### src/rtl/eth_pkg.sv
// eth_pkg: Ethernet II/IPv4/UDP frame constants, frame builder state enum and the ones_add16 ones-complement add
package eth_pkg;
  localparam int FRAME_LEN = 200;
  localparam int HDR_LEN = 42;
  localparam int PAYLOAD_MAX = FRAME_LEN - HDR_LEN;
  localparam logic [15:0] ETHERTYPE_IPV4 = 16'h0800;
  localparam logic [7:0] IP_PROTO_UDP = 8'h11;
  localparam logic [15:0] IP_TOTAL_LEN = 16'(FRAME_LEN - 14);
  localparam logic [15:0] UDP_LEN = 16'(PAYLOAD_MAX + 8);
  typedef enum logic [2:0] {IDLE, CSUM, HDR, PAY, DROP, PAD, START, WAITTX} state_t;
  function automatic logic [15:0] ones_add16(input logic [15:0] a, input logic [15:0] b);
    logic [16:0] s;
    s = {1'b0, a} + {1'b0, b};
    return s[15:0] + {15'd0, s[16]};
  endfunction
endpackage

### src/rtl/ipv4_csum.sv
// ipv4_csum: ones-complement accumulator (clk, rst_n; clr zeroes, add folds word in; sum = running total)
module ipv4_csum
  import eth_pkg::*;
(
  input  logic        clk,
  input  logic        rst_n,
  input  logic        clr,
  input  logic        add,
  input  logic [15:0] word,
  output logic [15:0] sum
);
  logic [15:0] sum_q, sum_d;
  always_comb sum_d = clr ? 16'h0000 : add ? ones_add16(sum_q, word) : sum_q;
  always_ff @(posedge clk) begin
    if (!rst_n) sum_q <= 16'h0000;
    else sum_q <= sum_d;
  end
  assign sum = sum_q;
endmodule

### src/rtl/udp_frame_builder.sv
// udp_frame_builder: builds a 200-byte Eth/IPv4/UDP frame (payload via s_data/s_valid/s_last/s_ready) into the tx buffer via w_addr/w_data/w_en, then holds start until tx_busy; pulses frame_done/overflow
module udp_frame_builder
  import eth_pkg::*;
#(
  parameter logic [47:0] DST_MAC  = 48'hFFFFFFFFFFFF,
  parameter logic [47:0] SRC_MAC  = 48'h020000000001,
  parameter logic [31:0] SRC_IP   = 32'hC0A8010A,
  parameter logic [31:0] DST_IP   = 32'hC0A80101,
  parameter logic [15:0] SRC_PORT = 16'd1234,
  parameter logic [15:0] DST_PORT = 16'd1234,
  parameter logic [7:0]  TTL      = 8'd64
) (
  input  logic       clk,
  input  logic       rst_n,
  input  logic [7:0] s_data,
  input  logic       s_valid,
  input  logic       s_last,
  output logic       s_ready,
  output logic [7:0] w_addr,
  output logic [7:0] w_data,
  output logic       w_en,
  output logic       start,
  input  logic       tx_busy,
  output logic       frame_done,
  output logic       overflow
);
  state_t state_q, state_d;
  logic [7:0] cnt_q, cnt_d, w_addr_q, w_addr_d, w_data_q, w_data_d;
  logic [15:0] id_q, id_d, sum;
  logic w_en_q, w_en_d, overflow_q, overflow_d, frame_done_q, frame_done_d, take;
  logic [9:0][15:0] words;
  logic [HDR_LEN-1:0][7:0] hdr;
  assign words = {16'h4500, IP_TOTAL_LEN, id_q, 16'h4000, TTL, IP_PROTO_UDP, 16'h0000, SRC_IP, DST_IP};
  assign hdr = {DST_MAC, SRC_MAC, ETHERTYPE_IPV4, 16'h4500, IP_TOTAL_LEN, id_q, 16'h4000, TTL, IP_PROTO_UDP,
                ~sum, SRC_IP, DST_IP, SRC_PORT, DST_PORT, UDP_LEN, 16'h0000};
  ipv4_csum u_csum (
    .clk  (clk),
    .rst_n(rst_n),
    .clr  (state_q == IDLE),
    .add  (state_q == CSUM),
    .word (words[4'(9) - cnt_q[3:0]]),
    .sum  (sum)
  );
  assign s_ready = (state_q == PAY) || (state_q == DROP);
  assign start = state_q == START;
  assign take = s_valid && s_ready;
  always_comb begin
    state_d = state_q;
    cnt_d = cnt_q;
    id_d = id_q;
    w_en_d = 1'b0;
    w_addr_d = w_addr_q;
    w_data_d = w_data_q;
    overflow_d = 1'b0;
    frame_done_d = 1'b0;
    unique case (state_q)
      IDLE: begin
        cnt_d = 8'd0;
        state_d = (s_valid && !tx_busy) ? CSUM : IDLE;
      end
      CSUM: begin
        cnt_d = (cnt_q == 8'd9) ? 8'd0 : cnt_q + 8'd1;
        state_d = (cnt_q == 8'd9) ? HDR : CSUM;
      end
      HDR: begin
        w_en_d = 1'b1;
        w_addr_d = cnt_q;
        w_data_d = hdr[6'(HDR_LEN - 1) - cnt_q[5:0]];
        cnt_d = (cnt_q == 8'(HDR_LEN - 1)) ? 8'd0 : cnt_q + 8'd1;
        state_d = (cnt_q == 8'(HDR_LEN - 1)) ? PAY : HDR;
      end
      PAY: if (take) begin
        w_en_d = 1'b1;
        w_addr_d = 8'(HDR_LEN) + cnt_q;
        w_data_d = s_data;
        cnt_d = cnt_q + 8'd1;
        if (cnt_q == 8'(PAYLOAD_MAX - 1)) begin
          state_d = s_last ? START : DROP;
          overflow_d = !s_last;
        end else if (s_last) state_d = PAD;
      end
      DROP: state_d = (take && s_last) ? START : DROP;
      PAD: begin
        w_en_d = 1'b1;
        w_addr_d = 8'(HDR_LEN) + cnt_q;
        w_data_d = 8'h00;
        cnt_d = cnt_q + 8'd1;
        state_d = (cnt_q == 8'(PAYLOAD_MAX - 1)) ? START : PAD;
      end
      START: state_d = tx_busy ? WAITTX : START;
      WAITTX: if (!tx_busy) begin
        frame_done_d = 1'b1;
        id_d = id_q + 16'd1;
        state_d = IDLE;
      end
      default: state_d = IDLE;
    endcase
  end
  always_ff @(posedge clk) begin
    if (!rst_n) begin
      state_q <= IDLE;
      cnt_q <= 8'd0;
      id_q <= 16'd0;
      w_en_q <= 1'b0;
      w_addr_q <= 8'd0;
      w_data_q <= 8'd0;
      overflow_q <= 1'b0;
      frame_done_q <= 1'b0;
    end else begin
      state_q <= state_d;
      cnt_q <= cnt_d;
      id_q <= id_d;
      w_en_q <= w_en_d;
      w_addr_q <= w_addr_d;
      w_data_q <= w_data_d;
      overflow_q <= overflow_d;
      frame_done_q <= frame_done_d;
    end
  end
  assign w_en = w_en_q;
  assign w_addr = w_addr_q;
  assign w_data = w_data_q;
  assign overflow = overflow_q;
  assign frame_done = frame_done_q;
endmodule

### config.mk
export PLATFORM = sky130hd
export DESIGN_NAME = udp_frame_builder
export DESIGN_NICKNAME = d
export VERILOG_FILES = /design/src/rtl/eth_pkg.sv /design/src/rtl/ipv4_csum.sv /design/src/rtl/udp_frame_builder.sv
export SDC_FILE = /design/constraint.sdc
export NUM_CORES = 1
export LEC_CHECK = 0
export ABC_CLOCK_PERIOD_IN_PS = 6600
export CORE_MARGIN = 4
export CORE_UTILIZATION = 60
export DETAILED_ROUTE_END_ITERATION = 12
export PLACE_DENSITY = 0.81
export SYNTH_ARGS = -nofsm -noshare
export SYNTH_HDL_FRONTEND = slang
export SYNTH_SLANG_ARGS = --single-unit
### constraint.sdc
create_clock -name clk -period 6.6 [get_ports clk]
set_input_delay 1.32 -clock clk [delete_from_list [all_inputs] [get_ports clk]]
set_output_delay 1.32 -clock clk [all_outputs]
set_load 0.005 [all_outputs]
==> out/qor.yml, run 1 <==
run_status:
  status: "finished, final reports clean"
clock_tree:
  cts-root-buf: "clkbuf_8"
  clock_sinks: 62
  numCtsBuffers: 9
  htree_levels: 3
  cts_buffer_depth: 2
  cts_resized: 0
  cts_hold_buf: 0
  cts_setup_buffers: 0
  cts_tree: "done"
  clk_latency_ns: 0.34
  cts.clk_slew.worst_paths_ns: 0.08
grt:
  grt_pass1_wl_um: 22960
  track_usage_pct: 28.89
  grt-ovfl-total: 0
  antenna_found_initial: 0
  first_global_vias: 4478
  grt_max_degree: 39
layout:
  postLayoutCellArea_um2: 5550
  finalCoreUtilization_pct: 67.89
  layout.cells.non_filler: 782
  fin_nets: 714
  multi_input_area_um2: 3545
  insertedDiodeCount: 0
  area_growth_pct: 11.09
  regArea_um2: 1241
  fillers: 709
  drive_above_1_share_pct: 7.829
min_path:
  hp-class: "reg -> reg"
power:
  combPwrFrac_pct: 12.0
  ir_drop_mv: 0.1065
  clockPowerShare_pct: 41.6
  total_power_uw: 827.9
  p_leak_uw: 0.002067
  seqPwrFrac_pct: 46.4
  switching_share_pct: 28.83
  power_density_nw_per_um2: 149.2
  switchingPower_uw: 238.7
  internal_power_uw: 589.2
place:
  gp_congestion: 1.017
  dp.cells: 766
  placed_area_um2: 5353
  portBuffers: 33
  hpwl_um: 10860
run:
  cap_viol_max_count: 0
detailed_routing:
  drt-pass1-iter-count: 6
  viasPerCell: 6.418
  wl_per_cell_um: 18.09
  ant_nets: 0
  drc: 0
  vias: 5019
  first_iter_violations: 538
  wl_um: 14140
timing:
  fin_crit_ns: 5.226
  maxSlewViolCount: 0
  rsz0062_at_grt: "false"
  fin_setup_tns_ns: 0
  fin_worst_skew_ns: 0.01665
  final.period_utilization_pct: 79.18
  relSlewSlack_pct: 20.31
  clock.fmax_mhz: 191.4
  setup_viol: 0
  worstMarginPinSlew_ns: 1.195
  finalHoldViolations: 0
yosys:
  syn-num-nets: 703
  synthesis.area_um2: 4996
  yosys_warnings: 0
  ys_ff_latch: 62
  yosysSeqAreaShare_pct: 24.84
  synth_edf_count: 0
  synthArstFlopShare_pct: 0
  avgSynthCellArea_um2: 7.558
  ys.flop_type: "dfxtp_1"
  synth_cell_type_count: 80
  netlist_instances: 661
die:
  die_y_um: 99.25
  fp.coreArea_um2: 8175
  start_util_pct: 61.11
  design.die.area_um2: 9851
  rows: 33
  die-width_um: 99.25
  pin_count: 34
setup_path:
  worstSetupPathType: "reg -> reg"
  critPathCaptureType: "register"
  crit_required_ns: 6.88
  crit_arrival_ns: 5.50
  start_kind: "register"
  crit_fanout: 18
## cell families after synthesis
family	share of synthesized area [%]
xor gates and xnor gates	7.714
and+or+nand+nor	24.37
buffers and inverters	4.533
adders and majority gates	7.413
DFF	24.84
AOI/OAI and AO/OA	27.42
muxes	3.706
## cell usage after synthesis (16+ instances only)
master / instances / share of area [%]
nand2_1: 54 / 4.1
nand3_1: 25 / 2.5
ha_1: 28 / 7.0
xnor2_1: 18 / 3.2
o21ai_0: 42 / 4.2
clkbuf_1: 32 / 2.4
inv_1: 16 / 1.2
nor2_1: 87 / 6.5
a211oi_1: 19 / 2.9
dfxtp_1: 62 / 25
xor2_1: 26 / 4.6
a21oi_1: 62 / 6.2
## stage by stage
stage | setup WS [ns] | hold WS [ns]
final | 1.374 | 0.4946
after global routing | 0.8476 | 0.5390
after CTS | 1.425 | 0.5013
after detailed placement | 1.477 | 0.4833
after global placement | 1.690 | 0.4819
after floorplan | 1.409 | 0.4537
## metal layers
metal,vias to the layer above,track usage (%),wire length (um),part of all wire (%)
li1,2419,-,-,-
met1,2313,42.39,6559,46
met2,258,41.94,5958,42
met3,29,7.083,1355,9.6
met4,0,8.193,271,1.9
met5,-,0,0,0
## sequential cells by signal, summed over array words and instances, names as in the netlist
name and flops:
overflow 1, id_q 16, cnt_q 8, w_en 1
state_q 3, frame_done 1, u_csum.sum 16, w_data 8
w_addr 8
## worst paths after layout
| check | slack, ns | to | cells past startpoint | start |
|---|---|---|---|---|
| min reg2reg | 0.49 | w_addr[0] | 2 | w_addr[0] |
| min | 0.49 | w_addr[0] | 2 | w_addr[0] |
| max | 1.37 | u_csum.sum[13] | 22 | cnt_q[2] |
| max reg2reg | 1.37 | u_csum.sum[13] | 22 | cnt_q[2] |
## cells in the final DEF (no fill, tap or decap), types with 4 or more instances in the layout
master and count:
mux2_2 4, mux2i_1 14, a21o_1 10, ha_1 28
and2_1 10, o22ai_1 6, nor3b_1 4, nand3_1 25
nand4_1 5, clkbuf_8 9, o21a_1 6, buf_4 6
o21ai_0 42, or3_1 8, nor4_1 4, clkdlybuf4s50_1 33
a21oi_1 62, a21oi_2 4, xnor2_1 18, nor2b_1 5
xor2_1 26, a31oi_1 5, nor3_1 10, nand2b_1 5
o221ai_1 6, a22oi_1 5, inv_1 16, and3_1 6
a211oi_1 19, dfxtp_1 62, nand2_1 54, nor2_1 87
## critical path, cell delays in order, from the launching register on
cell      delay, ns
dfxtp_1        0.49
inv_1          0.13
ha_1           0.25
xnor2_1        0.15
buf_4          0.23
nand3_1        0.19
nor2_1         0.38
and2_1         0.19
ha_1           0.31
a211oi_2       0.11
o31ai_4        0.36
o21ai_0        0.16
a21boi_0       0.27
o21ai_0        0.12
a21oi_1        0.15
o21ai_0        0.08
nand2b_1       0.08
ha_1           0.16
and3_1         0.24
nand3_1        0.18
or4b_1         0.57
a211o_1        0.31
o21ai_2        0.05
## power by group through the flow
stage / clock network (uW) / registers [uW] / logic (uW)
4_1_cts: 348 / 384 / 97.7
6_report: 344 / 384 / 99.5
3_3_place_gp: 0 / 393 / 94.4
5_1_grt: 367 / 384 / 109
2_1_floorplan: 0 / 388 / 73.0
3_5_place_dp: 0 / 393 / 97.2
## final cells by class
class	instances	share of cell area [%]
clock inverter	7	1.330
clock buffer	9	2.232
inverter	16	1.082
timing repair buffer	39	6.763
multi-input combinational	544	63.86
sequential	62	22.36
tap	105	2.367
Note: power is estimated with default switching activity, not from simulation.
==> run 2: changes to the inputs <==
--- a/config.mk
+++ b/config.mk
@@ -5,7 +5,7 @@
 export SDC_FILE = /design/constraint.sdc
 export NUM_CORES = 1
 export LEC_CHECK = 0
-export ABC_CLOCK_PERIOD_IN_PS = 6600
+export ABC_CLOCK_PERIOD_IN_PS = 5400
 export CORE_MARGIN = 4
 export CORE_UTILIZATION = 60
 export DETAILED_ROUTE_END_ITERATION = 12
==> constraint.sdc (replaced) <==
create_clock -name clk -period 5.4 [get_ports clk]
set_input_delay 1.08 -clock clk [delete_from_list [all_inputs] [get_ports clk]]
set_output_delay 1.08 -clock clk [all_outputs]
set_load 0.005 [all_outputs]
==> out/qor.yml, run 2 (synthesis gave the netlist of run 1 again) <==
run_status:
  status: "finished, final reports clean"
power:
  power_density_nw_per_um2: 193.1
  ir_drop_mv: 0.1461
  p_leak_uw: 0.002102
die:
  rows: 33
  fp.coreArea_um2: 8175
  die-width_um: 99.25
  design.die.area_um2: 9851
  start_util_pct: 61.11
  die_y_um: 99.25
  pin_count: 34
grt:
  grt-ovfl-total: 0
  first_global_vias: 4716
  grt_max_degree: 39
  antenna_found_initial: 0
  grt_pass1_wl_um: 23590
  track_usage_pct: 29.64
detailed_routing:
  drc: 0
  ant_nets: 0
  wl_um: 14350
  wl_per_cell_um: 18.28
  drt-pass1-iter-count: 5
  viasPerCell: 6.424
  vias: 5043
  first_iter_violations: 529
setup_path:
  r2r-end: "u_csum.sum[13]"
  crit_arrival_ns: 5.34
  reg2reg_from: "cnt_q[2]"
  crit_fanout: 16
  critPathCaptureType: "register"
  start_kind: "register"
  reg2reg_depth: 22
  crit_required_ns: 5.68
  rrSetupSlack_ns: 0.34
  worstSetupPathType: "reg -> reg"
place:
  placed_area_um2: 5375
  gp_congestion: 0.9651
  dp.cells: 769
  dp_slack_ns: 0.2629
  hpwl_um: 10700
  portBuffers: 33
timing:
  maxSlewViolCount: 0
  finalHoldViolations: 0
  fin_worst_skew_ns: 0.009515
  relSlewSlack_pct: 8.479
  fin_setup_tns_ns: 0
  final.period_utilization_pct: 93.74
  worstMarginPinSlew_ns: 1.365
  fin_crit_ns: 5.062
  finalWorstSetupSlack_ns: 0.3381
  clock.fmax_mhz: 197.6
  rsz0062_at_grt: "false"
  setup_viol: 0
clock_tree:
  clk_latency_ns: 0.35
  cts_hold_buf: 0
  clock_sinks: 62
  cts-root-buf: "clkbuf_8"
  htree_levels: 3
  numCtsBuffers: 9
  cts.clk_slew.worst_paths_ns: 0.07
  cts_tree: "done"
  cts_buffer_depth: 2
min_path:
  hp-class: "reg -> reg"
  hold_depth: 2
  min_from: "u_csum.sum[13]"
  holdPathEnd: "u_csum.sum[13]"
layout:
  area_growth_pct: 12.97
  regArea_um2: 1242
  layout.cells.non_filler: 785
  insertedDiodeCount: 0
  final_cell_mix: "nor2_1 (86), a21oi_1 (62), dfxtp_1 (61)"
  fin_nets: 717
  postLayoutCellArea_um2: 5644
  drive_above_1_share_pct: 8.971
  final_common_cell: "nor2_1"
  fillers: 699
  multi_input_area_um2: 3575
run:
  cap_viol_max_count: 0
## run 2: worst max-delay path, cell delays in order (launching register included)
cell	delay, ns
dfxtp_2	0.41
inv_1	0.09
ha_1	0.26
xnor2_2	0.23
buf_4	0.25
nand2_1	0.13
a21oi_1	0.23
a21o_1	0.16
fa_1	0.27
a211oi_2	0.13
o31ai_4	0.37
o21ai_0	0.18
a21boi_0	0.28
o21ai_0	0.13
a21oi_1	0.16
o21ai_0	0.09
nand2b_1	0.11
ha_1	0.18
and3_1	0.24
nand3_1	0.17
or4b_1	0.55
a211o_1	0.32
o21ai_2	0.06
## run 2: layout make-up
| cell class | count | area share, % |
|---|---|---|
| tap | 105 | 2.328 |
| clock buffer | 10 | 2.261 |
| sequential | 62 | 22.01 |
| inverter | 16 | 1.064 |
| multi-input combinational | 544 | 63.33 |
| timing repair buffer | 42 | 7.049 |
| clock inverter | 6 | 1.951 |
## run 2: what timing repair did
| action | in CTS | in global routing |
|---|---|---|
| setup buffers | 0 | 0 |
| gates resized for setup | 0 | 7 |
| hold endpoints to repair | 0 | 0 |
| setup endpoints to repair | 0 | 7 |
## run 2: metal layers
layer | part of all wire, % | GRT usage, %
met1 | 46 | 42.47
met2 | 42 | 42.82
met3 | 9.7 | 8.275
met4 | 2.3 | 9.769
met5 | 0 | 0
## run 2: report_power, final
part	internal [uW]	switching, uW
clock network	306	193
registers	461	7.91
logic	45.1	76.7
total	812	278
## run 2: worst max path at each step
stage | start | to | slack [ns] | cells after the start
finish | cnt_q[2] | u_csum.sum[13] | 0.34 | 22
global route | cnt_q[2] | u_csum.sum[13] | 0.02 | 22
CTS | cnt_q[2] | u_csum.sum[13] | 0.23 | 20
detailed placement | cnt_q[2] | u_csum.sum[13] | 0.26 | 20
global placement | cnt_q[2] | u_csum.sum[13] | 0.47 | 20
floorplan | cnt_q[1] | u_csum.sum[13] | 0.21 | 24
## run 2: per-stage QoR
stage                     hold WS [ns]  power [uW]  utilization (%)
after floorplan                 0.4537       563.5                -
after global placement          0.4752       594.2            65.75
after detailed placement        0.4769       596.6            65.75
after CTS                       0.4921        1094            68.66
after global routing            0.5317        1130            69.04
final                           0.4930        1090            69.04
